`src/rtl/jkff_scan_ctrl.sv`:
```
// jkff_scan_ctrl
// Scan load/unload controller for a jkff_generic register bank. One START
// shifts an N-bit pattern into the bank through TEST/SCANIN and captures
// the bank's previous contents from SCANOUT. With RESTORE=1 the tail bit is
// fed straight back into the chain, so the bank is read without being
// altered.
module jkff_scan_ctrl #(
  parameter int N = 8
) (
  input  logic         CLK,
  input  logic         CLR,
  input  logic         START,
  input  logic         RESTORE,
  input  logic [N-1:0] DIN,
  input  logic         SCANOUT,
  output logic         READY,
  output logic         TEST,
  output logic         SCANIN,
  output logic [N-1:0] DOUT,
  output logic         DVALID
);

  typedef enum logic [1:0] {
    IDLE  = 2'd0,
    SHIFT = 2'd1,
    DONE  = 2'd2
  } state_t;

  // The counter is loaded with N-1 so that SHIFT lasts exactly N cycles.
  localparam logic [6:0] CNT_INIT = 7'(N - 1);

  state_t       state_reg, state_next;
  logic [N-1:0] sh_reg, sh_next;
  logic [N-1:0] cap_reg, cap_next;
  logic [N-1:0] dout_reg, dout_next;
  logic [6:0]   cnt_reg, cnt_next;
  logic         rst_mode_reg, rst_mode_next;
  logic         test_reg, test_next;
  logic         dvalid_reg, dvalid_next;

  // One-step left shifts of the pattern and capture registers. Built per
  // bit so that N=1 collapses to a direct load without out-of-range slices.
  logic [N-1:0] sh_shift;
  logic [N-1:0] cap_shift;

  genvar gi;
  generate
    for (gi = 0; gi < N; gi++) begin : g_shift
      if (gi == 0) begin : g_lsb
        assign sh_shift[gi]  = 1'b0;
        assign cap_shift[gi] = SCANOUT;
      end else begin : g_upper
        assign sh_shift[gi]  = sh_reg[gi-1];
        assign cap_shift[gi] = cap_reg[gi-1];
      end
    end
  endgenerate

  // Next-state and next-output logic for the IDLE -> SHIFT -> DONE sequence.
  always_comb begin
    state_next    = state_reg;
    sh_next       = sh_reg;
    cap_next      = cap_reg;
    dout_next     = dout_reg;
    cnt_next      = cnt_reg;
    rst_mode_next = rst_mode_reg;
    test_next     = 1'b0;
    dvalid_next   = 1'b0;

    case (state_reg)
      IDLE: begin
        if (START) begin
          sh_next       = DIN;
          rst_mode_next = RESTORE;
          cnt_next      = CNT_INIT;
          test_next     = 1'b1;
          state_next    = SHIFT;
        end
      end
      SHIFT: begin
        // SCANOUT is the bank tail before this edge's shift.
        cap_next = cap_shift;
        sh_next  = sh_shift;
        cnt_next = cnt_reg - 7'd1;
        if (cnt_reg == 7'd0) begin
          // TEST drops on the edge that enters DONE, so the bank never
          // sees a functional update in the middle of an operation.
          state_next = DONE;
        end else begin
          test_next = 1'b1;
        end
      end
      DONE: begin
        dout_next   = cap_reg;
        dvalid_next = 1'b1;
        state_next  = IDLE;
      end
      default: begin
        state_next = IDLE;
      end
    endcase
  end

  // State and output registers with synchronous active-low clear.
  always_ff @(posedge CLK) begin
    if (!CLR) begin
      state_reg    <= IDLE;
      sh_reg       <= '0;
      cap_reg      <= '0;
      dout_reg     <= '0;
      cnt_reg      <= '0;
      rst_mode_reg <= 1'b0;
      test_reg     <= 1'b0;
      dvalid_reg   <= 1'b0;
    end else begin
      state_reg    <= state_next;
      sh_reg       <= sh_next;
      cap_reg      <= cap_next;
      dout_reg     <= dout_next;
      cnt_reg      <= cnt_next;
      rst_mode_reg <= rst_mode_next;
      test_reg     <= test_next;
      dvalid_reg   <= dvalid_next;
    end
  end

  // Recirculating the tail keeps the bank contents intact after N shifts.
  assign SCANIN = (state_reg == SHIFT) ? (rst_mode_reg ? SCANOUT : sh_reg[N-1]) : 1'b0;
  assign READY  = (state_reg == IDLE);
  assign TEST   = test_reg;
  assign DOUT   = dout_reg;
  assign DVALID = dvalid_reg;

endmodule

```
`config.mk`:
```
export PLATFORM = sky130hd
export DESIGN_NAME = jkff_scan_ctrl
export DESIGN_NICKNAME = d
export VERILOG_FILES = /design/src/rtl/jkff_scan_ctrl.sv
export SDC_FILE = /design/constraint.sdc
export NUM_CORES = 1
export LEC_CHECK = 0
export ABC_AREA = 1
export BUFFER_PORTS_ARGS = -buffer_cell sky130_fd_sc_hd__buf_2
export CAP_MARGIN = 0
export CORE_ASPECT_RATIO = 1.75
export CORE_MARGIN = 5
export CORE_UTILIZATION = 50
export CTS_BUF_LIST = sky130_fd_sc_hd__clkbuf_8
export DETAILED_ROUTE_END_ITERATION = 8
export HOLD_SLACK_MARGIN = 0.03
export PLACE_DENSITY = 0.75
export SLEW_MARGIN = 20
export SYNTH_ARGS = -nofsm -noshare
export SYNTH_HDL_FRONTEND = slang
export SYNTH_SLANG_ARGS = --single-unit
export TNS_END_PERCENT = 5
```
`constraint.sdc`:
```
create_clock -name CLK -period 1 [get_ports CLK]
set_input_delay 0.1 -clock CLK [delete_from_list [all_inputs] [get_ports CLK]]
set_output_delay 0.1 -clock CLK [all_outputs]
set_load 0.1 [all_outputs]
```
==> run summary, run 1 <==
status: finished, violations left
failing checks: negative setup slack
routed len/inst: 13.0 µm
crit end category: primary output
Max-Cap Viols: 0
WP data required: 0.90 ns
fin util: 0.768
Synthesized Nets: 230
reg-to-reg endpoint: cnt_reg[5]
Filler cells: 200
final-report setup violation count: 35
Cells after Synth: 215
Critical Path End: SCANIN
initial antenna violation count: 0
Clock Skew: 0.00759 ns
nets: 279
Yosys cell types: 21
most frequent cells in the layout: nor2_1, nand2_1, dfxtp_1, buf_4, buf_12
commonest non-fill, non-tap cell in the layout: nor2_1
period utilisation layout: 1.30
Hold Path Depth: 3
maximum vdd drop: 1.48 mV
starting density of the core: 0.524
leakage: 1.02 nW
Num CTS Buffers: 5
root buffer cell: clkbuf_8
synth warn: 0
Slew headroom: 0.772
Final Instance Area: 2250 µm²
1st-iter DRT viols: 50
drt first pass iters: 4
clk sinks: 36
min cycle time layout: 1.30 ns
unrepaired setup endpoints after global routing: true
Final ANT Viol Nets: 0
worst-margin pin slew: 0.339 ns
R2R cell count: 6
post-route setup slack: -0.300 ns
later-pin clock latency in the skew report: 0.29 ns
syn_area_per_cell: 7.14 µm²
multi-input logic area: 764 µm²
boundary pin count: 25
hold path start: DIN[0]
Worst Path Arrival: 1.20 ns
RR Startpoint: cnt_reg[0]
clock slew at reported path FFs: 0.07 ns
Pins Over Slew Limit: 0
Pwr Density: 1930 nW/µm²
Crit. Startpoint: state_reg[1]
Seq cells post-synth: 36
area of the mapped netlist: 1540 µm²
largest net degree at the start of global routing: 20
WL final: 3820 µm
Die W: 51.9 µm
CTS max path bufs: 2
Die H: 83.3 µm
via count of the first global-routing pass: 1505
Total GRT Usage: 0.192
Placed Area: 2020 µm²
core region area: 2930 µm²
ANT cells: 0
Std-Cell Rows: 26
CTS tree: yes
DPL Wire Length: 2630 µm
full die area: 4320 µm²
H-tree depth: 2
HP Class: in2reg
cts-stage hold buffer count: 0
Seq/Total Area, Yosys: 0.469
GP Congestion: 0.966
CP startpoint kind: flop
gr ovfl total: 0
layout cells sized above 1: 0.362
worst reg2reg setup slack: -0.18 ns
via/cell ratio: 5.16
area grow syn2layout: 46.5%
via count of the routed design: 1512
hold violation count in the final report: 0
global-route wire length before repair: 6330 µm
highest clock rate: 769 MHz
largest fanout on the critical path: 3
IO Port Bufs: 24
drt drc: 0
Register Area: 731 µm²
Crit Path Category: reg2out
per-layer routing:
metal  vias up  GRT usage  routed length, µm
met4         0     0.0955                102
met2        46      0.356               2170
met5         -          0                  0
met1       685      0.183               1380
li1        771          -                  -
met3        10     0.0484                171
worst max-delay path: stages (launching register included):
cell and delay (ns):
dfxtp_2 0.34, inv_2 0.07, nand2_4 0.06, inv_6 0.06
o21ai_4 0.05, a21oi_4 0.13, buf_12 0.19
cells by family after synthesis:
| kind of cell | after synthesis | share of synthesized area |
|---|---|---|
| simple gates | 117 | 0.308 |
| compound gates | 36 | 0.120 |
| flops | 36 | 0.469 |
| buf+inv | 24 | 0.0864 |
| fa+ha+maj | 2 | 0.0163 |
metrics by stage:
stage / instances / power (mW) / setup TNS, ns / setup WS [ns] / hold WS, ns
floorplan: 215 / 2.43 / -4.47 / -0.401 / 0.238
global placement: 281 / 2.79 / -0.347 / -0.0577 / 0.363
detailed placement: 281 / 2.82 / -0.857 / -0.121 / 0.360
CTS: 293 / 4.31 / -3.35 / -0.285 / 0.0554
global route: 293 / 4.55 / -6.79 / -0.345 / 0.0661
finish: 293 / 4.35 / -4.26 / -0.300 / 0.0610
synth_stat cells, drive strengths merged:
cell type | count | area (µm²)
nand2 | 47 | 191
inv | 17 | 66.3
buf | 5 | 58.8
o21ai | 27 | 139
clkbuf | 2 | 7.51
a21oi | 9 | 45.0
nor3 | 2 | 10.0
nand4 | 2 | 12.5
nor2 | 61 | 234
nand3 | 5 | 25.0
ha | 2 | 25.0
dfxtp | 36 | 721
power by group:
part	internal (mW)	switching (mW)
clock network	0.880	0.532
registers	1.58	0.115
logic	0.516	0.726
total	2.98	1.37
repair_timing:
item / CTS / global route
endpoints found under the setup margin: 29 / 40
gates resized for setup: 30 / 14
pin swaps: 3 / 1
buffers inserted: 4 / 0
worst min-delay path by stage:
stage	slack (ns)	endpoint
after CTS	0.06	sh_reg[0]
after detailed placement	0.36	sh_reg[0]
after global placement	0.36	sh_reg[0]
final	0.06	sh_reg[0]
after global routing	0.07	rst_mode_reg
after floorplan	0.24	cap_reg[0]
cell type report:
class | instances | share of cell area
clock inverter | 1 | 0.0133
tap | 28 | 0.0156
multi-input combinational | 155 | 0.340
inverter | 17 | 0.0306
sequential | 36 | 0.325
timing repair buffer | 49 | 0.233
clock buffer | 7 | 0.0428
Power figures use the tool's default switching activity.
==> run 2: changes to the inputs <==
--- a/config.mk
+++ b/config.mk
@@ -10,11 +10,11 @@
 export CAP_MARGIN = 0
 export CORE_ASPECT_RATIO = 1.75
 export CORE_MARGIN = 5
-export CORE_UTILIZATION = 50
+export CORE_UTILIZATION = 52
 export CTS_BUF_LIST = sky130_fd_sc_hd__clkbuf_8
 export DETAILED_ROUTE_END_ITERATION = 8
 export HOLD_SLACK_MARGIN = 0.03
-export PLACE_DENSITY = 0.75
+export PLACE_DENSITY_LB_ADDON = 0.1
 export SLEW_MARGIN = 20
 export SYNTH_ARGS = -nofsm -noshare
 export SYNTH_HDL_FRONTEND = slang
==> run 2 against run 1 <==
  * The run still ends with negative setup slack left
  * Worst setup slack lost 0.038 ns
  * Combinational power is essentially flat
  * Critical path depth is the same
  * Wire length shrank 0.21%
  * Design area shrank 1.4%
  * Sequential share of layout area grew 0.42 points
  * Clock skew shrank 0.0014 ns
  * Utilization shrank 0.26 points
  * Power shrank 7.6%
  * Clock-buffer cell count shrank 1
  * Maximum frequency shrank 2.9%
  * Sequential power is essentially flat
  * Critical path type unchanged
==> run summary, run 2 (synthesized netlist as in run 1, its figures left out) <==
Worst Path Arrival: 1.24 ns
largest net degree at the start of global routing: 18
commonest non-fill, non-tap cell in the layout: nor2_1
Total GRT Usage: 0.198
total power: 4.02 mW
period utilisation layout: 1.34
Die W: 51.1 µm
largest fanout on the critical path: 3
slowest CP cell: dfxtp_2
starting density of the core: 0.530
cts-stage hold buffer count: 0
gr ovfl total: 0
GP Congestion: 0.904
H-tree depth: 2
clk sinks: 36
most frequent cells in the layout: nor2_1, nand2_1, dfxtp_1, buf_12, buf_4
status: finished, violations left
Final Instance Area: 2220 µm²
post-route setup slack: -0.338 ns
failing checks: negative setup slack
initial antenna violation count: 0
critical-path cell list: inv_2, nand2_4, inv_4, o21ai_4, a21oi_4, buf_12
maximum vdd drop: 1.53 mV
final-report setup violation count: 36
HP Class: in2reg
crit-path max cell delay: 0.34 ns
min cycle time layout: 1.34 ns
CTS tree: yes
multi-input logic area: 802 µm²
Crit Path Category: reg2out
drt drc: 0
area grow syn2layout: 44.4%
boundary pin count: 25
worst-margin pin slew: 0.313 ns
global-route wire length before repair: 6190 µm
routed len/inst: 13.3 µm
crit end category: primary output
Std-Cell Rows: 26
layout cells sized above 1: 0.363
Pins Over Slew Limit: 0
drt first pass iters: 4
Num CTS Buffers: 5
CTS max path bufs: 2
Hold WS: 0.0635 ns
IO Port Bufs: 24
Filler cells: 208
via/cell ratio: 5.26
CP startpoint kind: flop
Max-Cap Viols: 0
Pwr Density: 1810 nW/µm²
nets: 273
DPL Wire Length: 2610 µm
highest clock rate: 747 MHz
WP data required: 0.90 ns
unrepaired setup endpoints after global routing: true
clock slew at reported path FFs: 0.07 ns
leakage: 0.993 nW
WL final: 3810 µm
Placed Area: 1960 µm²
Final ANT Viol Nets: 0
1st-iter DRT viols: 14
ANT cells: 0
core region area: 2900 µm²
root buffer cell: clkbuf_8
Clock Skew: 0.00618 ns
crit path buf inv count: 3
CP delay by family, top: flip-flops
Slew headroom: 0.790
full die area: 4180 µm²
hold violation count in the final report: 0
Register Area: 729 µm²
Die H: 81.9 µm
via count of the first global-routing pass: 1470
pre-CTS setup slack: -0.115 ns
via count of the routed design: 1509
later-pin clock latency in the skew report: 0.30 ns
## run 2: cell types whose count changed in the layout (fill, tap and decap cells not counted), sizes merged
cell    delta
clkbuf     -1
clkinv     +2
buf        -6
bufinv     -1
## run 2: per-stage QoR
stage	setup TNS, ns	instances	utilization
4_1_cts	-2.81	287	0.744
3_5_place_dp	-0.903	275	0.678
6_report	-3.87	287	0.766
3_3_place_gp	-0.231	275	0.678
2_1_floorplan	-4.47	215	-
5_1_grt	-6.17	287	0.766
## run 2: final timing paths
path	depth (start not counted)	slack [ns]	startpoint	endpoint
setup / recovery	6	-0.34	state_reg[1]	SCANIN
hold / removal	3	0.06	DIN[0]	sh_reg[0]
setup reg to reg	9	-0.17	state_reg[1]	sh_reg[7]
hold reg to reg	2	0.47	sh_reg[0]	sh_reg[0]
## run 2: power by group
| part | switching [mW] | leakage [nW] | internal [mW] |
|---|---|---|---|
| Combinational | 0.720 | 0.645 | 0.500 |
| Clock | 0.536 | 0.0510 | 0.550 |
| Sequential | 0.132 | 0.298 | 1.58 |
| Total | 1.39 | 0.993 | 2.63 |
## run 2: area by class of cell
cell class,instances,share of cell area
multi-input combinational,155,0.362
sequential,36,0.329
timing repair buffer,43,0.222
clock buffer,6,0.0372
inverter,17,0.0299
tap,28,0.0158
clock inverter,2,0.00451
## run 2: routing by layer
metal | GRT usage | up-vias | wire length (µm)
met2 | 0.366 | 43 | 2130
met3 | 0.0544 | 12 | 154
met5 | 0 | - | 0
met1 | 0.190 | 696 | 1400
li1 | - | 758 | -
met4 | 0.119 | 0 | 127
## run 2: timing repair
action | in CTS | in global routing
pin swaps | 6 | 0
setup buffers | 4 | 0
gates resized for setup | 33 | 22
hold endpoints to repair | 0 | 0
setup endpoints to repair | 30 | 43
## run 2: worst register-to-register path: stages, from the launching register on
cell and delay (ns):
dfxtp_2 0.36, inv_2 0.06, nand2_4 0.08, inv_4 0.04
buf_4 0.14, buf_12 0.15, nand2_1 0.06, nand2_1 0.04
nor2_1 0.09, nor2_1 0.04
==> run 3: changes to the inputs <==
--- a/config.mk
+++ b/config.mk
@@ -10,8 +10,7 @@
 export CAP_MARGIN = 0
 export CORE_ASPECT_RATIO = 1.75
 export CORE_MARGIN = 5
-export CORE_UTILIZATION = 52
-export CTS_BUF_LIST = sky130_fd_sc_hd__clkbuf_8
+export CORE_UTILIZATION = 49
 export DETAILED_ROUTE_END_ITERATION = 8
 export HOLD_SLACK_MARGIN = 0.03
 export PLACE_DENSITY_LB_ADDON = 0.1
==> run 3 against run 2 <==
  * The flow still finishes with violations (negative setup slack)
  * Highest routed layer unchanged
  * Sequential share of layout area rose by 0.30 points
  * Utilization fell by 5.2 points
  * Largest power group unchanged
  * Die area rose by 5.1%
  * Design area fell by 1.1%
  * Sequential power barely moved
  * Critical path type unchanged
  * Clock skew fell by 0.00096 ns
  * Worst setup slack improved by 0.068 ns
  * Power fell by 2.1%
==> run summary, run 3 (synthesized netlist as in run 1, its figures left out) <==
status: finished, violations left
failing checks: negative setup slack
worst-margin pin slew: 0.273 ns
ANT cells: 0
initial antenna violation count: 0
gr ovfl total: 0
full die area: 4400 µm²
root buffer cell: clkbuf_8
via count of the routed design: 1449
drt first pass iters: 4
P_sw: 1.32 mW
Pwr Density: 1790 nW/µm²
unrepaired setup endpoints after global routing: true
Reg power frac: 0.433
multi-input logic area: 776 µm²
worst reg2reg setup slack: -0.16 ns
Slew headroom: 0.817
1st-iter DRT viols: 28
Total GRT Usage: 0.177
Crit Path Category: reg2out
via count of the first global-routing pass: 1421
clock slew at reported path FFs: 0.07 ns
maximum vdd drop: 1.40 mV
Pins Over Slew Limit: 0
GP Congestion: 0.945
drt drc: 0
Clk pwr share: 0.271
Std-Cell Rows: 27
Final ANT Viol Nets: 0
H-tree depth: 2
IO Port Bufs: 24
layout cells sized above 1: 0.322
area grow syn2layout: 42.9%
core region area: 3070 µm²
Sw Share: 0.335
highest clock rate: 787 MHz
Hold Path Depth: 3
total power: 3.93 mW
clk sinks: 36
leakage: 0.968 nW
reg-to-reg endpoint: sh_reg[6]
routed len/inst: 11.4 µm
Clock Skew: 0.00522 ns
cts-stage hold buffer count: 0
R2R cell count: 9
starting density of the core: 0.499
Max-Cap Viols: 0
Crit. Startpoint: state_reg[1]
crit end category: primary output
pre-CTS setup slack: -0.0804 ns
Die H: 84.0 µm
nets: 272
Critical Path End: SCANIN
Num CTS Buffers: 5
RR Startpoint: state_reg[1]
global-route wire length before repair: 6080 µm
later-pin clock latency in the skew report: 0.28 ns
Filler cells: 251
HP Class: in2reg
WP data required: 0.90 ns
final-report setup violation count: 28
commonest non-fill, non-tap cell in the layout: nor2_1
Die W: 52.3 µm
hold violation count in the final report: 0
largest fanout on the critical path: 3
via/cell ratio: 4.81
DPL Wire Length: 2550 µm
most frequent cells in the layout: nor2_1, nand2_1, dfxtp_1, buf_12, buf_4
CTS tree: yes
Register Area: 728 µm²
fin util: 0.713
CTS max path bufs: 2
Comb pwr share: 0.296
Pint: 2.61 mW
boundary pin count: 25
min cycle time layout: 1.27 ns
Worst Path Arrival: 1.17 ns
period utilisation layout: 1.27
Fin Setup TNS: -2.34 ns
post-route setup slack: -0.270 ns
largest net degree at the start of global routing: 21
WL final: 3440 µm
CP startpoint kind: flop
## run 3: final cells by class
| class | count | area share |
|---|---|---|
| multi-input cells | 155 | 0.354 |
| flip-flops and latches | 36 | 0.332 |
| repair buffers | 42 | 0.213 |
| clock buffers | 7 | 0.0394 |
| inverters | 17 | 0.0337 |
| well taps | 43 | 0.0245 |
| clock inverters | 1 | 0.00342 |
## run 3: timing repair
action                     in CTS  in global routing
setup endpoints to repair      19                 37
setup buffers                   2                  0
resized for setup              23                 22
pin swaps                       1                  1
## run 3: worst min path at each step
stage | start | endpoint | slack, ns
6_report | DIN[0] | sh_reg[0] | 0.05
4_1_cts | DIN[0] | sh_reg[0] | 0.05
3_3_place_gp | DIN[0] | sh_reg[0] | 0.35
3_5_place_dp | DIN[0] | sh_reg[0] | 0.35
2_1_floorplan | CLR | cap_reg[0] | 0.24
5_1_grt | DIN[0] | sh_reg[0] | 0.07
## run 3: routing by layer
layer  routed length, µm  track usage  vias up  part of all wire
met1                1380        0.190      656              0.40
met2                1830        0.312       31              0.53
met4                  91       0.0837        0             0.026
li1                    -            -      756                 -
met5                   0            0        -                 0
met3                 129       0.0394        6             0.038
## run 3: through the flow
stage	cell area (µm²)	instances	hold WS [ns]
after floorplan	1570	215	0.238
after global placement	2000	291	0.352
after detailed placement	2000	291	0.352
after CTS	2140	301	0.0508
after global routing	2190	301	0.0707
final	2190	301	0.0550
## run 3: worst max-delay path, stage by stage, from the launching register on
cell,delay [ns]
dfxtp_2,0.34
inv_4,0.07
nand2_4,0.06
clkinv_4,0.05
o21ai_4,0.05
a21oi_4,0.14
buf_12,0.19
## run 3: power groups by stage
stage | clock network, mW | logic, mW | registers (mW)
detailed placement | 0 | 1.07 | 1.72
CTS | 1.09 | 1.12 | 1.69
floorplan | 0 | 0.595 | 1.83
global placement | 0 | 1.06 | 1.71
global route | 1.18 | 1.27 | 1.72
finish | 1.07 | 1.16 | 1.70
